===== src/rtl/grf_read_scoreboard.sv =====
// rtl/grf_read_scoreboard.sv - GRF read-side hazard scoreboard (option macro: GRF_SB_WB_BYPASS_EN)
module grf_read_scoreboard #(
  parameter int MAX_PEND = 3,
  parameter int CNT_W    = 2,
  parameter int STALL_W  = 16
) (
  input  logic               clk,
  input  logic               reset,
  input  logic               iss_valid,
  output logic               iss_ready,
  input  logic [4:0]         iss_rs,
  input  logic [4:0]         iss_rt,
  input  logic               iss_use_rs,
  input  logic               iss_use_rt,
  input  logic               iss_wr_en,
  input  logic [4:0]         iss_waddr,
  input  logic               wb_en,
  input  logic [4:0]         wb_addr,
  input  logic               flush,
  input  logic               drain_req,
  output logic               drain_done,
  output logic [31:0]        busy_vec,
  output logic               err_uflow,
  output logic [STALL_W-1:0] stall_cnt
);

  typedef enum logic {ST_RUN, ST_DRAIN} state_t;

  state_t           state_q, state_d;
  logic [CNT_W-1:0] pend [32];
  logic [31:0]      wr_hit, wb_hit, busy_eff, inc, dec;
  logic             accept, hz, full, wb_slot, uflow_ev, all_empty;

  // Per-register decode of issue/write-back targets and effective busy view
  always_comb begin
    busy_vec = '0;
    wr_hit   = '0;
    wb_hit   = '0;
    busy_eff = '0;
    for (int r = 1; r < 32; r++) begin
      busy_vec[r] = (pend[r] != '0);
      wr_hit[r]   = iss_wr_en && (iss_waddr == 5'(r));
      wb_hit[r]   = wb_en && (wb_addr == 5'(r));
`ifdef GRF_SB_WB_BYPASS_EN
      // the last outstanding write commits now and the GRF forwards it
      busy_eff[r] = busy_vec[r] && !(wb_hit[r] && (pend[r] == CNT_W'(1)));
`else
      busy_eff[r] = busy_vec[r];
`endif
    end
  end

  // Hazard detection, issue handshake and counter update enables
  always_comb begin
`ifdef GRF_SB_WB_BYPASS_EN
    wb_slot = wb_en && (wb_addr == iss_waddr);
`else
    wb_slot = 1'b0;
`endif
    full      = (pend[iss_waddr] == CNT_W'(MAX_PEND)) && !wb_slot;
    hz        = (iss_use_rs && (iss_rs != 5'd0) && busy_eff[iss_rs]) ||
                (iss_use_rt && (iss_rt != 5'd0) && busy_eff[iss_rt]) ||
                (iss_wr_en && (iss_waddr != 5'd0) && full);
    iss_ready = (state_q == ST_RUN) && !flush && !hz;
    accept    = iss_valid && iss_ready;
    inc       = wr_hit & {32{accept}};
    dec       = wb_hit & busy_vec;
    uflow_ev  = wb_en && (wb_addr != 5'd0) && (pend[wb_addr] == '0) && !flush;
    all_empty = (busy_vec == '0);
  end

  // Pending-write counters; a simultaneous issue and write-back cancel out
  always_ff @(posedge clk) begin
    if (reset || flush) begin
      for (int r = 0; r < 32; r++) pend[r] <= '0;
    end else begin
      pend[0] <= '0;
      for (int r = 1; r < 32; r++) begin
        if (inc[r] && !dec[r])      pend[r] <= pend[r] + 1'b1;
        else if (dec[r] && !inc[r]) pend[r] <= pend[r] - 1'b1;
      end
    end
  end

  // Sticky underflow flag and saturating stall statistics
  always_ff @(posedge clk) begin
    if (reset) begin
      err_uflow <= 1'b0;
      stall_cnt <= '0;
    end else begin
      if (uflow_ev) err_uflow <= 1'b1;
      if (iss_valid && !iss_ready && (stall_cnt != '1)) stall_cnt <= stall_cnt + 1'b1;
    end
  end

  // Drain FSM state register
  always_ff @(posedge clk) begin
    if (reset) state_q <= ST_RUN;
    else       state_q <= state_d;
  end

  // Drain FSM next state; completion pulse while draining with nothing outstanding
  always_comb begin
    state_d    = state_q;
    drain_done = 1'b0;
    case (state_q)
      ST_RUN:   if (drain_req) state_d = ST_DRAIN;
      ST_DRAIN: if (all_empty) begin
        drain_done = !reset;
        state_d    = ST_RUN;
      end
      default:  state_d = ST_RUN;
    endcase
  end

endmodule


===== config.mk =====
export PLATFORM = sky130hd
export DESIGN_NAME = grf_read_scoreboard
export DESIGN_NICKNAME = d
export VERILOG_FILES = /design/src/rtl/grf_read_scoreboard.sv
export SDC_FILE = /design/constraint.sdc
export NUM_CORES = 1
export LEC_CHECK = 0
export ABC_CLOCK_PERIOD_IN_PS = 3900
export CELL_PAD_IN_SITES_DETAIL_PLACEMENT = 0
export CELL_PAD_IN_SITES_GLOBAL_PLACEMENT = 1
export CORE_MARGIN = 4
export CORE_UTILIZATION = 42
export CTS_BUF_LIST = sky130_fd_sc_hd__clkbuf_16
export DETAILED_ROUTE_END_ITERATION = 8
export PLACE_DENSITY_LB_ADDON = 0.1
export SLEW_MARGIN = 20
export SYNTH_ARGS = -nofsm -noshare
export SYNTH_HDL_FRONTEND = slang
export SYNTH_SLANG_ARGS = --single-unit

===== constraint.sdc =====
create_clock -name clk -period 3.9 [get_ports clk]
set_input_delay 0.78 -clock clk [delete_from_list [all_inputs] [get_ports clk]]
set_output_delay 0.78 -clock clk [all_outputs]
set_load 0.03 [all_outputs]

## Word level (Yosys, flattened, before mapping)

Memories as Yosys holds them, arrays and structs flattened.
Cells that the tools add are included.

- Eq/ne operators: 64
- Bitwise gates (word level): 66
- Add/subtract/negate cells: 63
- Reductions and logical operators: 244
- Order comparisons: 2
- Multiplexer cells: 292

Operators with widths:

| operator | count |
|---|---|
| $mux W1 | 226 |
| $eq A5 B5 Y1 const B | 32 |
| $logic_and A1 B1 Y1 | 138 |
| $mux W2 | 63 |
| $eq A5 B4 Y1 const B | 16 |
| $logic_not A1 Y1 | 66 |
| $and A32 B32 Y32 | 2 |
| $or A1 B1 Y1 | 63 |
| $add A2 B1 Y2 const B | 31 |
| $reduce_bool A2 Y1 | 31 |
| $sub A2 B1 Y2 const B | 31 |
| $eq A5 B3 Y1 const B | 8 |
| $logic_not A32 Y1 | 1 |
| $eq A5 B2 Y1 const B | 4 |
| $reduce_bool A5 Y1 | 4 |
| $add A16 B1 Y16 const B | 1 |
| $ne A16 B16 Y1 const B | 1 |
| $lt A5 B6 Y1 const B | 2 |
| $bmux W1 S5 | 2 |
| $eq A5 B1 Y1 const B | 2 |
| $logic_or A1 B1 Y1 | 3 |
| $eq A2 B2 Y1 const B | 1 |
| $logic_not A2 Y1 | 1 |
| $pmux W1 S2 | 1 |
| $not A1 Y1 | 1 |

- Memory bits (writable): 64
- Memories kept: 1
- Bits in registers: 18
- Bits of input ports: 29
- Output and inout port bits: 51
- Word-level logic and storage cells: 735

Memory list:

| name | words | bits a word | rd ports | clocked after memory_dff | wr ports | line | text |
|---|---|---|---|---|---|---|---|
| pend | 32 | 2 | 33 | 0 | 32 | 30 | `logic [CNT_W-1:0] pend [32];` |

## Longest topological paths before layout

An unclocked memory read counts as a cell.

- Word-level depth: 18
- Gate-level depth with buffers: 11
- Depth with buffers taken out: 9

## Least setup slack after synthesis

Ideal clock, no wire load.

- Path type: in2out
- From: in iss_rt[2]
- To: out iss_ready
- Arrival time: 2.637 ns
- Stages on the path: 8
- Setup slack: 0.483 ns
- Path buffers: 2
- Data required time: 3.120 ns
- Cells stage by stage: buf_2 -> nor3_1 -> a211oi_1 -> a311o_1 -> a311oi_1 -> nand4_4 -> nor3_4 -> buf_6

- Word-level cells in the longest chain between the ends: 7
- Elaborated cells on any way between the ends: 9
- Those cells by class: 2 x mux; 7 x reduce/logical

RTL lines:

| what | line | text |
|---|---|---|
| from (decl) | 12 | `input logic [4:0] iss_rt,` |
| $bmux W1 S5 / $reduce_bool A5 Y1 (equally long branches) | 62 | `(iss_use_rt && (iss_rt != 5'd0) && busy_eff[iss_rt]) \|\|` |
| $mux W1 (not written as such) / $logic_and A1 B1 Y1 (equally long branches) | 62 |  |
| $logic_and A1 B1 Y1 (*) | 62 |  |
| $logic_or A1 B1 Y1 (*) | 61 | `hz = (iss_use_rs && (iss_rs != 5'd0) && busy_eff[iss_rs]) \|\|` |
| $logic_or A1 B1 Y1 (*) | 62 |  |
| $logic_not A1 Y1 (*) | 64 | `iss_ready = (state_q == ST_RUN) && !flush && !hz;` |
| $logic_and A1 B1 Y1 (*) | 64 |  |
| to (decl) | 10 | `output logic iss_ready,` |

Every way passes the cells marked *; elsewhere a longest branch is shown, timed or not. The select of a mux whose other input is x is not followed.

## Final worst setup path

- From: in iss_rt[0]
- To: out iss_ready

The elaborated chain is that of the path after synthesis.

==> results.toml <==
[run_status]
status = "complete, no violations"

[cts]
cts_made_buffers = 9
max-clock-path-buffers = 2
numClockSinks = 80
htreeDepth = 3
clk_root_buffer_cell = "clkbuf_16"
tritoncts = "done"
clk_pin_slew_worst_paths_ns = 0.06
clkLatencyLatePin_ns = 0.35

[die]
design.die.area_sq_um = 19200
core_sq_um = 16600
boundaryPins = 80
num_rows = 47
chipWidth_um = 139
initial_core_utilization_pct = 43.1
height_of_the_die_um = 139

[critical_path]
setup.worst_path.class = "input pin to output pin"
worst_ep_required_time_ns = 3.12
crit_start = "iss_rt[0]"
endpoint_kind = "output pin"
r2r_cells = 12
r2r_slack_ns = 0.46
rr_endpoint = "pend[12][0]"
crit-reg2reg-launch = "pend[6][1]"
crit_path_max_fanout = 7
arrival_ns = 2.99
worstSetupStartpointType = "input pin"

[yosys]
post_synth_inst_count = 796
synthesized_area_divided_by_synthesized_cell_count_sq_um = 9.01
synth.top_cells.by_area = "edfxtp_1, mux4_2, nor2_1"
synth_enable_flop_cells = 62
synth_commonest_cells = "nor2_1, nand2_1, edfxtp_1"
synthDominantCellAreaShare_pct = 26.0
synth_flop_cell = "edfxtp_1"
number_of_distinct_library_cells_after_synthesis = 66
synth_warnings = 0
asyncSetResetFlopFracSynth_pct = 0
ys_seq_elements = 80
mappedNetlistArea_sq_um = 7170
synth.net_count = 827
most_frequent_cell_after_synthesis = "nor2_1"
post-synth-top-area-cell = "edfxtp_1"
ys_seq_area_share_pct = 31.0

[drt]
viasPerCell = 6.23
route.detailed.drc = 0
detailroute.via_count = 7021
drt_pass1_iterations = 5
route.antenna.remaining_nets = 0
dr.first_iter.drc_count = 605
total_wire_length_um = 24600
drt-wirelength-per-cell_um = 21.8

[placed_design]
placement.setup.worst_slack_ns = -0.121
number_of_buffers_added_on_ports = 78
place_hpwl_um = 19100
globalplace.congestion = 0.947
post-place-cells = 1108

[timing]
final.period_utilization_pct = 96.6
fmax_mhz = 265
max-slew-margin-rel_pct = 54.6
layout_setup_ws_ns = 0.133
setup_failing_eps_final = 0
unrepaired_setup_endpoints_after_global_routing = "no"
fin_worst_skew_ns = 0.00663
min_cycle_time_layout_ns = 3.77
report.final.slew_viol_count = 0
worst_slew_pin_slew_ns = 0.680
final_hold_viol_count = 0

[min_path]
cell_depth_of_the_worst_min_delay_path = 2
hold_path.class = "flip-flop to flip-flop"
hold_path_end = "err_uflow"
min-delay-start = "err_uflow"

[grt]
grt_max_degree = 35
antenna_found_initial = 0
first_pass_grt_wire_length_um = 38600
grt_pass1_vias = 6829
globalRoute.totalOverflow = 0
track_usage_pct = 25.2

[power_and_ir_drop]
cell_area_power_density_nw_per_um2 = 291
power_leakage_nw = 3.02
peakVddDrop_mv = 0.229

[final_layout]
drive_above_1_share_pct = 18.1
utilization_pct = 52.7
num_antenna_cells = 0
design.final.nets = 933
final-instance-count-excl-fill = 1127
area.growth.synth_to_final_pct = 22.4

[job]
max-cap-violations = 0
[registers in the layout, summed over array words and instances (netlist names)]
signal	flops
pend	62
stall_cnt	16
err_uflow	1
state_q	1
[per-layer routing]
layer  global-route usage [%]  wire length, um  vias up
li1                         -                -     3206
met1                     31.1             9850     3466
met2                     45.1            12600      296
met3                     3.10             1350       53
met4                     9.78              798        0
met5                        0                0        -
[critical path: stages]
cell             delay, ns
clkdlybuf4s50_1       0.42
buf_4                 0.19
inv_1                 0.18
a211oi_1              0.07
a311o_1               0.36
a311oi_2              0.26
buf_4                 0.17
nand4_4               0.12
nor3_4                0.26
buf_6                 0.17
[worst max-delay path by stage]
stage	endpoint	slack, ns	cells after the start
floorplan	iss_ready	0.48	8
global placement	pend[19][0]	-0.11	10
detailed placement	pend[19][1]	-0.12	10
CTS	iss_ready	0.03	8
global route	drain_done	0.03	6
finish	iss_ready	0.13	10
[cells by family after synthesis]
group | Yosys count | synth area share (%)
buf+inv | 94 | 6.18
flops | 80 | 31.0
simple gates | 422 | 34.8
mux | 45 | 12.0
xor+xnor | 34 | 4.15
other cells | 1 | 0.0523
fa+ha+maj | 2 | 0.349
compound gates | 118 | 11.5
[stage by stage]
step	setup TNS (ns)	power (mW)	area, sq um	hold slack, ns
after CTS	0	2.55	8730	0.495
final	0	2.55	8770	0.492
after global placement	-1.13	1.74	8460	0.468
after floorplan	0	1.47	7170	0.486
after global routing	0	2.65	8770	0.502
after detailed placement	-2.53	1.75	8460	0.483
[final cells by class]
cell class | instances | area, sq um
clock buffers | 9 | 225
clock inverters | 7 | 37.5
fillers | 1552 | 7870
inverters | 42 | 158
multi-input cells | 622 | 4520
flip-flops and latches | 80 | 2220
well taps | 220 | 275
repair buffers | 147 | 1340
[report_power, final]
| group | internal, mW | leakage [nW] | switching [mW] |
|---|---|---|---|
| sequential | 0.967 | 0.833 | 0.0647 |
| combinational | 0.290 | 2.06 | 0.430 |
| clock | 0.426 | 0.130 | 0.375 |
| total | 1.68 | 3.02 | 0.869 |
[timing repair]
action | 4_1_cts | 5_1_grt
endpoints found under the setup margin | 1 | 2
hold endpoints to repair | 0 | 0
buffers inserted | 1 | 2
hold buffers | 0 | 0
gates resized for setup | 0 | 14
pin swaps | 1 | 2
[placed cells by master, fill, tap and decap left out, drive strengths merged, types with 4 or more instances in the layout]
master / instances
a211oi: 21
a21o: 4
a21oi: 29
and2: 7
and3: 19
buf: 70
clkbuf: 9
clkdlybuf4s50: 76
dfxtp: 18
edfxtp: 62
inv: 45
mux2i: 13
mux4: 31
nand2: 95
nand2b: 7
nand3: 42
nand4: 28
nor2: 97
nor2b: 22
nor3: 20
nor3b: 11
nor4: 44
o2111ai: 5
o211ai: 13
o21ai: 17
o31ai: 8
or3: 11
or4: 4
xnor2: 21
xor2: 13
Note: power is estimated with default switching activity, not from simulation.
